File: src/rtl/conv_pkg.sv
// conv_pkg: shared constants, size helpers and streamer state encoding
package conv_pkg;
    localparam int Img_Dim_Def = 4;
    localparam int Img_Ch_Def  = 3;
    localparam int Data_W_Def  = 8;

    typedef enum logic [1:0] {IDLE, STREAM, DONE} state_t;

    function automatic int frame_elems(input int dim, input int ch);
        return dim * dim * ch;
    endfunction

    // A one-element frame still needs a one-bit address bus
    function automatic int addr_width(input int n);
        return (n > 1) ? $clog2(n) : 1;
    endfunction
endpackage

File: src/rtl/conv_frame_ram.sv
// conv_frame_ram: N x Data_W frame store, synchronous write and registered read
module conv_frame_ram #(
    parameter int N      = 48,
    parameter int AW     = 6,
    parameter int Data_W = 8
) (
    input  logic              clk,
    input  logic              rst,
    input  logic              we,
    input  logic [AW-1:0]     waddr,
    input  logic [Data_W-1:0] wdata,
    input  logic              re,
    input  logic [AW-1:0]     raddr,
    output logic [Data_W-1:0] rdata
);
    logic [Data_W-1:0] mem [N];

    // Frame contents survive reset; only the write strobe updates them
    always_ff @(posedge clk) begin
        if (we) mem[waddr] <= wdata;
    end

    // Read register doubles as the stream output and holds between reads
    always_ff @(posedge clk) begin
        if (rst) rdata <= '0;
        else if (re) rdata <= mem[raddr];
    end
endmodule

File: src/rtl/conv_img_streamer.sv
// conv_img_streamer: streams a stored frame as a channel-interleaved byte stream
module conv_img_streamer
    import conv_pkg::*;
#(
    parameter int Img_Dim = Img_Dim_Def,
    parameter int Img_Ch  = Img_Ch_Def,
    parameter int Data_W  = Data_W_Def,
    localparam int N      = frame_elems(Img_Dim, Img_Ch),
    localparam int AW     = addr_width(N)
) (
    input  logic              clk,
    input  logic              rst,
    input  logic              wr_en,
    input  logic [AW-1:0]     wr_addr,
    input  logic [Data_W-1:0] wr_data,
    input  logic              start,
    input  logic              reverse,
    input  logic              hold,
    output logic [Data_W-1:0] img_stream,
    output logic              img_valid,
    output logic              busy,
    output logic              frame_done
);
    localparam logic [AW-1:0] last_idx = AW'(N - 1);

    state_t        state;
    logic [AW-1:0] idx;
    logic          dir;
    logic          beat;
    logic          wr_ok;
    logic          at_end;

    assign beat   = !rst && state == STREAM && !hold;
    assign wr_ok  = !rst && wr_en && state == IDLE && 32'(wr_addr) < N;
    assign at_end = idx == (dir ? '0 : last_idx);
    assign busy   = state != IDLE;

    conv_frame_ram #(.N(N), .AW(AW), .Data_W(Data_W)) u_ram (
        .clk   (clk),
        .rst   (rst),
        .we    (wr_ok),
        .waddr (wr_addr),
        .wdata (wr_data),
        .re    (beat),
        .raddr (idx),
        .rdata (img_stream)
    );

    // Frame sequencer: DONE spans two cycles so busy stays high through the frame_done pulse
    always_ff @(posedge clk) begin
        if (rst) begin
            state      <= IDLE;
            idx        <= '0;
            dir        <= 1'b0;
            img_valid  <= 1'b0;
            frame_done <= 1'b0;
        end else begin
            case (state)
                IDLE: begin
                    img_valid  <= 1'b0;
                    frame_done <= 1'b0;
                    if (start) begin
                        dir   <= reverse;
                        idx   <= reverse ? last_idx : '0;
                        state <= STREAM;
                    end
                end
                STREAM: begin
                    img_valid <= !hold;
                    if (!hold) begin
                        if (at_end) state <= DONE;
                        else idx <= dir ? idx - 1'b1 : idx + 1'b1;
                    end
                end
                DONE: begin
                    img_valid  <= 1'b0;
                    frame_done <= !frame_done;
                    if (frame_done) state <= IDLE;
                end
                default: state <= IDLE;
            endcase
        end
    end
endmodule

File: config.mk
export PLATFORM = sky130hd
export DESIGN_NAME = conv_img_streamer
export DESIGN_NICKNAME = d
export VERILOG_FILES = /design/src/rtl/conv_pkg.sv /design/src/rtl/conv_frame_ram.sv /design/src/rtl/conv_img_streamer.sv
export SDC_FILE = /design/constraint.sdc
export NUM_CORES = 1
export LEC_CHECK = 0
export BUFFER_PORTS_ARGS = -buffer_cell sky130_fd_sc_hd__buf_2
export CAP_MARGIN = 20
export CORE_ASPECT_RATIO = 1.4
export CORE_MARGIN = 10
export CORE_UTILIZATION = 67
export DETAILED_ROUTE_END_ITERATION = 7
export GPL_TIMING_DRIVEN = 0
export PLACE_DENSITY = 0.84
export SLEW_MARGIN = 10
export SYNTH_ARGS = -nofsm -noshare
export SYNTH_HDL_FRONTEND = slang
export SYNTH_SLANG_ARGS = --single-unit
export TNS_END_PERCENT = 30
File: constraint.sdc
create_clock -name clk -period 5.45 [get_ports clk]
set_clock_uncertainty 0.2 [all_clocks]
set_input_delay 0.545 -clock clk [delete_from_list [all_inputs] [get_ports clk]]
set_output_delay 0.545 -clock clk [all_outputs]
set_load 0.005 [all_outputs]
# Word level (Yosys, flattened, before mapping)

Memories as Yosys holds them, arrays and structs flattened. A register that Yosys moved wholly into a read port is not among the register bits.
Index checks and enable logic that the tools add are counted.

Register bits: 11
Memory bits (writable): 384
Output and inout port bits: 11
Logic and storage cells: 50
Memories kept: 1

Memories:

| memory    | depth | bits a word | rd ports | clocked after Yosys merged registers in | write ports | line                 | source |
|---|---|---|---|---|---|---|---|
| u_ram.mem | 48    | 8           | 1        | 1                                       | 1           | conv_frame_ram.sv:16 | `logic [Data_W-1:0] mem [N];` |

$add $sub $neg: 2
Order comparisons: 1
Eq/ne operators: 8
Muxes and demuxes: 16
Reductions and logical operators: 17

Operator list:

| cell                                             | number |
|---|---|
| 2-to-1 mux 6 bit                                 | 6 |
| one-hot mux 6 bit (2 select lines)               | 1 |
| != test 2 bit, second input constant             | 5 |
| 2-to-1 mux 2 bit                                 | 4 |
| AND reduction 4 bit                              | 2 |
| nonzero test 2 bit                               | 4 |
| adder 6 x 1 -> 6 bit, second input constant      | 1 |
| == test 6 bit                                    | 1 |
| < comparator 6 bit, second input constant        | 1 |
| one-hot mux 2 bit (3 select lines)               | 1 |
| subtractor 6 x 1 -> 6 bit, second input constant | 1 |
| logical AND 1 bit                                | 5 |
| one-hot mux 1 bit (2 select lines)               | 2 |
| logical NOT 1 bit                                | 3 |
| == test 2 x 1 -> 1 bit, second input constant    | 1 |
| == test 2 bit, second input constant             | 1 |
| logical NOT 2 bit                                | 1 |
| 2-to-1 mux 1 bit                                 | 2 |
| AND reduction 2 bit                              | 1 |
| OR reduction 2 bit                               | 1 |

# Longest topological paths before layout

Gate-level depths: netlist of the first run.

Depth in word-level cells: 6
Mapped depth: 11

# Hierarchy

Synthesis of the first run repeated with hierarchy kept, for this count alone.

Cells, all modules: 840
Area, all modules: 16035.4 sq um

By module, submodules not included:

| module            | instances | cells an instance | area an instance (sq um) | seq. area each (sq um) |
|---|---|---|---|---|
| conv_frame_ram    | 1         | 756               | 15327.2                  | 11691.2 |
| conv_img_streamer | 1         | 84                | 708.2                    | 220.2 |

# Worst setup path after synthesis of the first run

OpenSTA, ideal clock, no wires.

Path type: register to register
Start: register idx[0]
End: register idx[4]
Data arrival time: 2.310 ns
Setup slack: 2.869 ns
Cell stages (with the launch flop): 12
Buffers on the path: 4
Period minus slack after synthesis: 2.581 ns
Cell sequence: dfxtp_1 -> buf_6 -> buf_12 -> buf_12 -> buf_6 -> inv_1 -> fa_1 -> nor2b_1 -> o21a_1 -> nor3_1 -> or4b_1 -> a21oi_1

Longest elaborated chain between the ends: 5
Elaborated cells on any way between the ends: 9
Classes of those cells: add/sub: 2; eq/ne: 2; mux: 4; reduce/logical: 1

RTL lines:

| what                                                              | line                    | source |
|---|---|---|
| from (decl)                                                       | conv_img_streamer.sv:27 | `logic [AW-1:0] idx;` |
| from (signal assigned)                                            | conv_img_streamer.sv:64 | `idx <= reverse ? last_idx : '0;` |
| from (signal assigned)                                            | conv_img_streamer.sv:72 | `else idx <= dir ? idx - 1'b1 : idx + 1'b1;` |
| adder 6 x 1 -> 6 bit or subtractor 6 x 1 -> 6 bit (tied branches) | conv_img_streamer.sv:72 |  |
| 2-to-1 mux 6 bit                                                  | conv_img_streamer.sv:72 |  |
| 2-to-1 mux 6 bit                                                  | conv_img_streamer.sv:71 | `if (at_end) state <= DONE;` |
| 2-to-1 mux 6 bit                                                  | conv_img_streamer.sv:70 | `if (!hold) begin` |
| one-hot mux 6 bit (2 select lines)                                | conv_img_streamer.sv:58 | `case (state)` |

Several ways; a longest one is shown, not always the timed one. The select of a mux whose other input is x is not followed.
A chain may end at the register's enable or synchronous reset.

# Final worst setup path of the first run

Start: register state[0]
End: memory u_ram.mem[22][3] (enable)

Longest elaborated chain between the ends: 5

RTL lines:

| what                                   | line                    | source |
|---|---|---|
| from (decl)                            | conv_img_streamer.sv:26 | `state_t state;` |
| from (signal assigned)                 | conv_img_streamer.sv:52 | `state <= IDLE;` |
| from (signal assigned)                 | conv_img_streamer.sv:65 | `state <= STREAM;` |
| from (signal assigned)                 | conv_img_streamer.sv:71 |  |
| logical NOT 2 bit                      | conv_img_streamer.sv:34 | `assign wr_ok = !rst && wr_en && state == IDLE && 32'(wr_addr) < N;` |
| logical AND 1 bit (2 in a row)         | conv_img_streamer.sv:34 |  |
| 2-to-1 mux 1 bit                       | conv_frame_ram.sv:20    | `if (we) mem[waddr] <= wdata;` |
| 2-to-1 mux 1 bit (implied by the code) | conv_frame_ram.sv:20    |  |
| to (decl)                              | conv_frame_ram.sv:16    |  |

Every way passes these cells.

==> reports/results.tsv, run 1 <==
metric	value	unit
leading register cell type out of synthesis	edfxtp_1	
Die Wd	151	µm
Post-CTS Resized	0	
number of flops mapped to enable cells by yosys	384	
status	finished clean	
fill cell count	1274	
leading area contributor after synthesis	edfxtp_1	
top cells by area, synth	edfxtp_1, mux4_2, mux2i_1	
syn_area_per_cell	19.3	µm²
VDD IR-drop max	0.302	mV
initial antenna violation count	0	
vias in the first global route	8920	
final global-route overflow total	0	
vias per inst	7.07	
TritonCTS buffer count	37	
Setup Viol. Count Final	0	
critical-path maximum fanout	10	
WS Path Type	reg -> reg	
CTS root buf	clkbuf_16	
first-pass GRT wire length	57900	µm
Inserted Diodes	0	
leakage power	5.68	nW
RSZ-0062 raised after global routing	no	
DR iter-0 viols	1285	
Yosys reg bits	403	
CTS tree	yes	
Final nets	926	
row count	67	
Distinct cells, synth	59	
largest net degree at the start of global routing	49	
post-synth top area share	71.7	%
Hold Fails Final Rpt	0	
sequential share of the synthesized area	74.1	%
wire per inst	31.7	µm
worst min-delay path class	in -> reg	
total power	6.91	mW
vias	8750	
Starting Density	67.5	%
clock sink count	403	
Clock Path Buffers	3	
Async SR Flop Fraction	0	%
Pre-Repair DR Iteration Count	7	
Yosys warnings	0	
All-Layer GR Usage	26.1	%
startpoint type of the worst setup path	flop	
Final Max Tran Viols	0	
post-place setup slack	2190	ps
Power Dens Cells	385	mW/mm²
Area Overhead vs Synth	11.8	%
H-tree depth	2	
Setup WS post-layout	2120	ps
Setup TNS	0	ps
HPWL after DPL	24200	µm
Clk pin slew, worst setup/hold paths	70	ps
minimum clock period	3330	ps
hold-fix buffers at CTS	0	
max-cap violations	0	
Arrival @ worst endpoint	3270	ps
core area	0.0238	mm²
Setup crit end kind	flop	
clock latency on the worst-skew pair	530	ps
Gate Count Post-Synth	832	
Peak Freq	301	MHz
share of cells above drive strength 1	20.8	%
routed wire length	39200	µm
# Post-CTS Setup Buffers	0	
syn nets	857	
Req. time, crit path	5400	ps
Routability Congestion	0.973	
chip height	203	µm
full die area	0.0307	mm²
number of port buffers	30	
synthesized area	0.0161	mm²
Worst Tran Pin Value	997	ps
antenna-violating nets left	0	
number of remaining DRC errors	0	
relative slew slack	33.5	%
crit share post-route	61.0	%
IO Count	31	
logic make-up after synthesis:
family | after synthesis | synth area share [%]
buffers and inverters | 51 | 2.06
and+or+nand+nor | 136 | 3.86
muxes | 140 | 15.2
DFF | 403 | 74.1
xor gates and xnor gates | 3 | 0.164
adders and majority gates | 5 | 0.436
AOI/OAI and AO/OA | 94 | 4.22
where the power goes:
group,leakage [nW],switching [mW],internal (mW)
clock,0.659,1.10,1.77
sequential,3.61,0.0123,3.40
combinational,1.42,0.383,0.239
flip-flops by register name, summed over array words and instances (netlist names):
name	flops
u_ram.mem	384
u_ram.rdata	8
idx	6
state	2
dir	1
frame_done	1
img_valid	1
metrics by stage:
stage / hold slack (ps) / cell area (µm²) / util [%] / std cells
finish: 71.5 / 18000 / 75.5 / 1238
global route: 107 / 18000 / 75.5 / 1238
global placement: 251 / 16600 / 69.8 / 1172
detailed placement: 252 / 16600 / 69.8 / 1172
CTS: 67.8 / 18000 / 75.5 / 1238
floorplan: 246 / 16100 / - / 832
final timing paths:
path | from | to | slack, ps | cells past startpoint
max | state[0]$_SDFFE_PP0P_ | u_ram.mem[22][3]$_DFFE_PP_ | 2120 | 6
max reg2reg | state[0]$_SDFFE_PP0P_ | u_ram.mem[22][3]$_DFFE_PP_ | 2120 | 6
min reg2reg | u_ram.rdata[6]$_SDFFE_PP0P_ | u_ram.rdata[6]$_SDFFE_PP0P_ | 260 | 2
min | reverse | dir$_SDFFE_PP0P_ | 70 | 3
cell usage in the layout (no fill, tap or decap), drive strengths merged, types with 5 or more instances in the layout:
| cell type | instances |
|---|---|
| a21oi | 19 |
| bufinv | 10 |
| mux2i | 57 |
| buf | 59 |
| mux4 | 81 |
| nor2 | 67 |
| nor3 | 5 |
| nand2 | 28 |
| dfxtp | 19 |
| and3 | 5 |
| clkinv | 15 |
| a22oi | 15 |
| nor2b | 6 |
| a221oi | 19 |
| edfxtp | 384 |
| o21ai | 14 |
| nand2b | 6 |
| clkbuf | 53 |
| a311oi | 5 |
| inv | 9 |
synthesized netlist by cell type (all sizes together) (4+ instances only):
cell / instances
mux2i: 57
a21oi: 19
a22oi: 15
buf: 29
and3: 5
inv: 8
clkbuf: 13
nor3: 5
nor2: 67
nand3: 4
nor2b: 6
nand2b: 6
nand2: 28
ha: 4
a221oi: 19
edfxtp: 384
mux4: 81
a311oi: 5
o21ai: 14
dfxtp: 19
critical path, stage by stage (launching register included):
cell and delay [ps]:
dfxtp_1 300, clkbuf_1 200, nor2_1 220, nand4b_1 340, nor2_1 310, nand3_1 470, nor2_1 900
routing by layer:
layer,share of wire (%),global-route usage (%),vias to the layer above
met5,0,0,-
met2,51,42.9,658
li1,-,-,3554
met3,10,5.17,154
met4,5.8,13.1,0
met1,34,32.4,4384
final cells by class:
class                      instances  area (µm²)  share of cell area, %
clock inverter                    26         374                   2.08
clock buffer                      40         980                   5.45
inverter                           9        33.8                  0.188
tap                              310         388                   2.16
multi-input combinational        378        3830                   21.3
sequential                       403       11900                   66.3
buffer                            42         297                   1.65
timing repair buffer              30         150                  0.836
Power figures use the tool's default switching activity.
==> inputs of run 2 (changes only) <==
--- a/config.mk
+++ b/config.mk
@@ -9,10 +9,10 @@
 export CAP_MARGIN = 20
 export CORE_ASPECT_RATIO = 1.4
 export CORE_MARGIN = 10
-export CORE_UTILIZATION = 67
+export CORE_UTILIZATION = 62
 export DETAILED_ROUTE_END_ITERATION = 7
 export GPL_TIMING_DRIVEN = 0
-export PLACE_DENSITY = 0.84
+export PLACE_DENSITY = 0.79
 export SLEW_MARGIN = 10
 export SYNTH_ARGS = -nofsm -noshare
 export SYNTH_HDL_FRONTEND = slang
==> constraint.sdc (replaced) <==
create_clock -name clk -period 3.22 [get_ports clk]
set_clock_uncertainty 0.2 [all_clocks]
set_input_delay 0.322 -clock clk [delete_from_list [all_inputs] [get_ports clk]]
set_output_delay 0.322 -clock clk [all_outputs]
set_load 0.005 [all_outputs]
==> run 2 against run 1 <==
Net effect: highest routed layer unchanged; utilization shrank 5.5 points; power grew 59%; clock power grew 45%; the run now ends with negative setup slack left; worst hold slack gained 66 ps; sequential cell count is the same; clock-buffer cell count grew 2; via count shrank 4.0%; critical path type unchanged.
==> reports/results.tsv, run 2 (synthesized netlist as in run 1, its figures left out) <==
metric	value	unit	change
RSZ-0062 raised after global routing	yes		was no
wire per inst	29.6	µm	was 31.7 µm
initial antenna violation count	0		unchanged
core area	0.0255	mm²	was 0.0238 mm²
number of port buffers	30		unchanged
Setup Viol. Count Final	40		was 0
sw frac	22.5	%	was 21.7%
Clk pin slew, worst setup/hold paths	70	ps	about the same
H-tree depth	2		unchanged
register area	0.0119	mm²	unchanged
All-Layer GR Usage	22.7	%	was 26.1%
Regs by FF count	u_ram.mem x384, u_ram.rdata x8, idx x6		unchanged
clock latency on the worst-skew pair	530	ps	about the same
leakage power	5.60	nW	was 5.68 nW
worst hold slack	137	ps	was 71.5 ps
violated checks	negative setup slack		
Biggest register	u_ram.mem		unchanged
Setup crit end kind	flop		unchanged
CTS root buf	clkbuf_16		unchanged
WS Path Type	reg -> reg		unchanged
Inserted Diodes	0		unchanged
max-cap violations	0		unchanged
Int Pwr	8.52	mW	was 5.41 mW
HPWL after DPL	23600	µm	was 24200 µm
routed wire length	37000	µm	was 39200 µm
Worst Tran Pin Value	944	ps	was 997 ps
Area Overhead vs Synth	10.8	%	was 11.8%
Largest register FFs	384		unchanged
final global-route overflow total	0		unchanged
Setup WS post-layout	-133	ps	was 2120 ps
number of remaining DRC errors	0		unchanged
row count	69		was 67
Starting Density	63.1	%	was 67.5%
Final Max Tran Viols	0		unchanged
minimum clock period	3350	ps	was 3330 ps
Die Wd	156	µm	was 151 µm
relative slew slack	37.1	%	was 33.5%
share of cells above drive strength 1	21.2	%	was 20.8%
Arrival @ worst endpoint	3290	ps	was 3270 ps
largest net degree at the start of global routing	49		unchanged
Util after Layout	69.9	%	was 75.5%
Hold Fails Final Rpt	0		unchanged
most frequent cells in the layout	edfxtp_1, mux4_2, nor2_1		unchanged
status	finished, violations left		was finished clean
antenna-violating nets left	0		unchanged
Final nets	929		was 926
Comb pwr share	9.4	%	was 9.0%
Req. time, crit path	3160	ps	was 5400 ps
clock sink count	403		unchanged
Reg power frac	52.6	%	was 49.4%
IO Count	31		unchanged
Pre-Repair DR Iteration Count	5		was 7
most common cell after layout, fill and taps aside	edfxtp_1		unchanged
Routability Congestion	0.926		was 0.973
VDD IR-drop max	0.459	mV	was 0.302 mV
worst min-delay path class	in -> reg		unchanged
Peak Freq	298	MHz	was 301 MHz
critical-path maximum fanout	10		unchanged
startpoint type of the worst setup path	flop		unchanged
vias in the first global route	8324		was 8920
CTS tree	yes		unchanged
area of the multi-input gates	0.00385	mm²	was 0.00383 mm²
crit share post-route	104	%	was 61.0%
P_sw	2.47	mW	was 1.50 mW
first-pass GRT wire length	54800	µm	was 57900 µm
fill cell count	1542		was 1274
vias per inst	6.73		was 7.07
DR iter-0 viols	927		was 1285
vias	8400		was 8750
# Post-CTS Setup Buffers	0		unchanged
chip height	211	µm	was 203 µm
Power Dens Cells	617	mW/mm²	was 385 mW/mm²
clock network power share	38.0	%	was 41.6%
Clock Path Buffers	3		unchanged
TritonCTS buffer count	36		was 37
Setup TNS	-3540	ps	was 0 ps
full die area	0.0329	mm²	was 0.0307 mm²
==> run 2: what timing repair did <==
action	CTS	global route
gates resized for setup	0	9
hold endpoints to repair	5	0
setup endpoints to repair	15	117
hold buffers	4	0
==> run 2: power by group through the flow <==
stage | registers, mW | clock network, mW | logic [mW]
6_report | 5.78 | 4.17 | 1.04
5_1_grt | 5.78 | 4.42 | 1.09
4_1_cts | 5.78 | 4.21 | 1.03
3_5_place_dp | 5.89 | 0 | 1.02
3_3_place_gp | 5.89 | 0 | 1.00
2_1_floorplan | 5.88 | 0 | 0.640
==> run 2: cell type report <==
cell class | instances | area share [%]
clock inverter | 22 | 1.04
multi-input combinational | 378 | 21.6
sequential | 403 | 66.9
clock buffer | 42 | 5.30
inverter | 9 | 0.190
buffer | 42 | 1.66
tap | 319 | 2.24
timing repair buffer | 34 | 1.07
==> run 2: final timing paths <==
check / from / to / slack [ps] / cells after the start
setup / recovery: state[0]$_SDFFE_PP0P_ / u_ram.mem[30][0]$_DFFE_PP_ / -130 / 6
hold / removal: start / idx[5]$_SDFFE_PP0P_ / 140 / 5
setup reg to reg: state[0]$_SDFFE_PP0P_ / u_ram.mem[30][0]$_DFFE_PP_ / -130 / 6
hold reg to reg: frame_done$_SDFFE_PP0P_ / frame_done$_SDFFE_PP0P_ / 270 / 2
==> run 2: through the flow <==
step	instance area, µm²	total power [mW]	instances	setup WS [ps]
final	17800	11.0	1249	-133
after global placement	16600	6.89	1181	172
after floorplan	16100	6.52	832	639
after CTS	17800	11.0	1249	-15.4
after detailed placement	16600	6.91	1181	27.9
after global routing	17800	11.3	1249	-240
==> run 2: metal layers <==
layer  part of all wire, %  routed length, µm  global-route usage (%)  vias up
met5                     0                  0                       0        -
met4                   3.7               1390                    9.24        0
met3                   8.3               3070                    4.46       99
met2                    50              18600                    37.6      470
met1                    38              13900                    29.1     4279
li1                      -                  -                       -     3552
==> run 2: worst max-delay path, stage by stage (launching register included) <==
cell and delay (ps):
dfxtp_1 300, clkbuf_1 190, nor2_1 200, nand4b_1 340, nor2_1 350, nand3_1 520, nor2_1 850
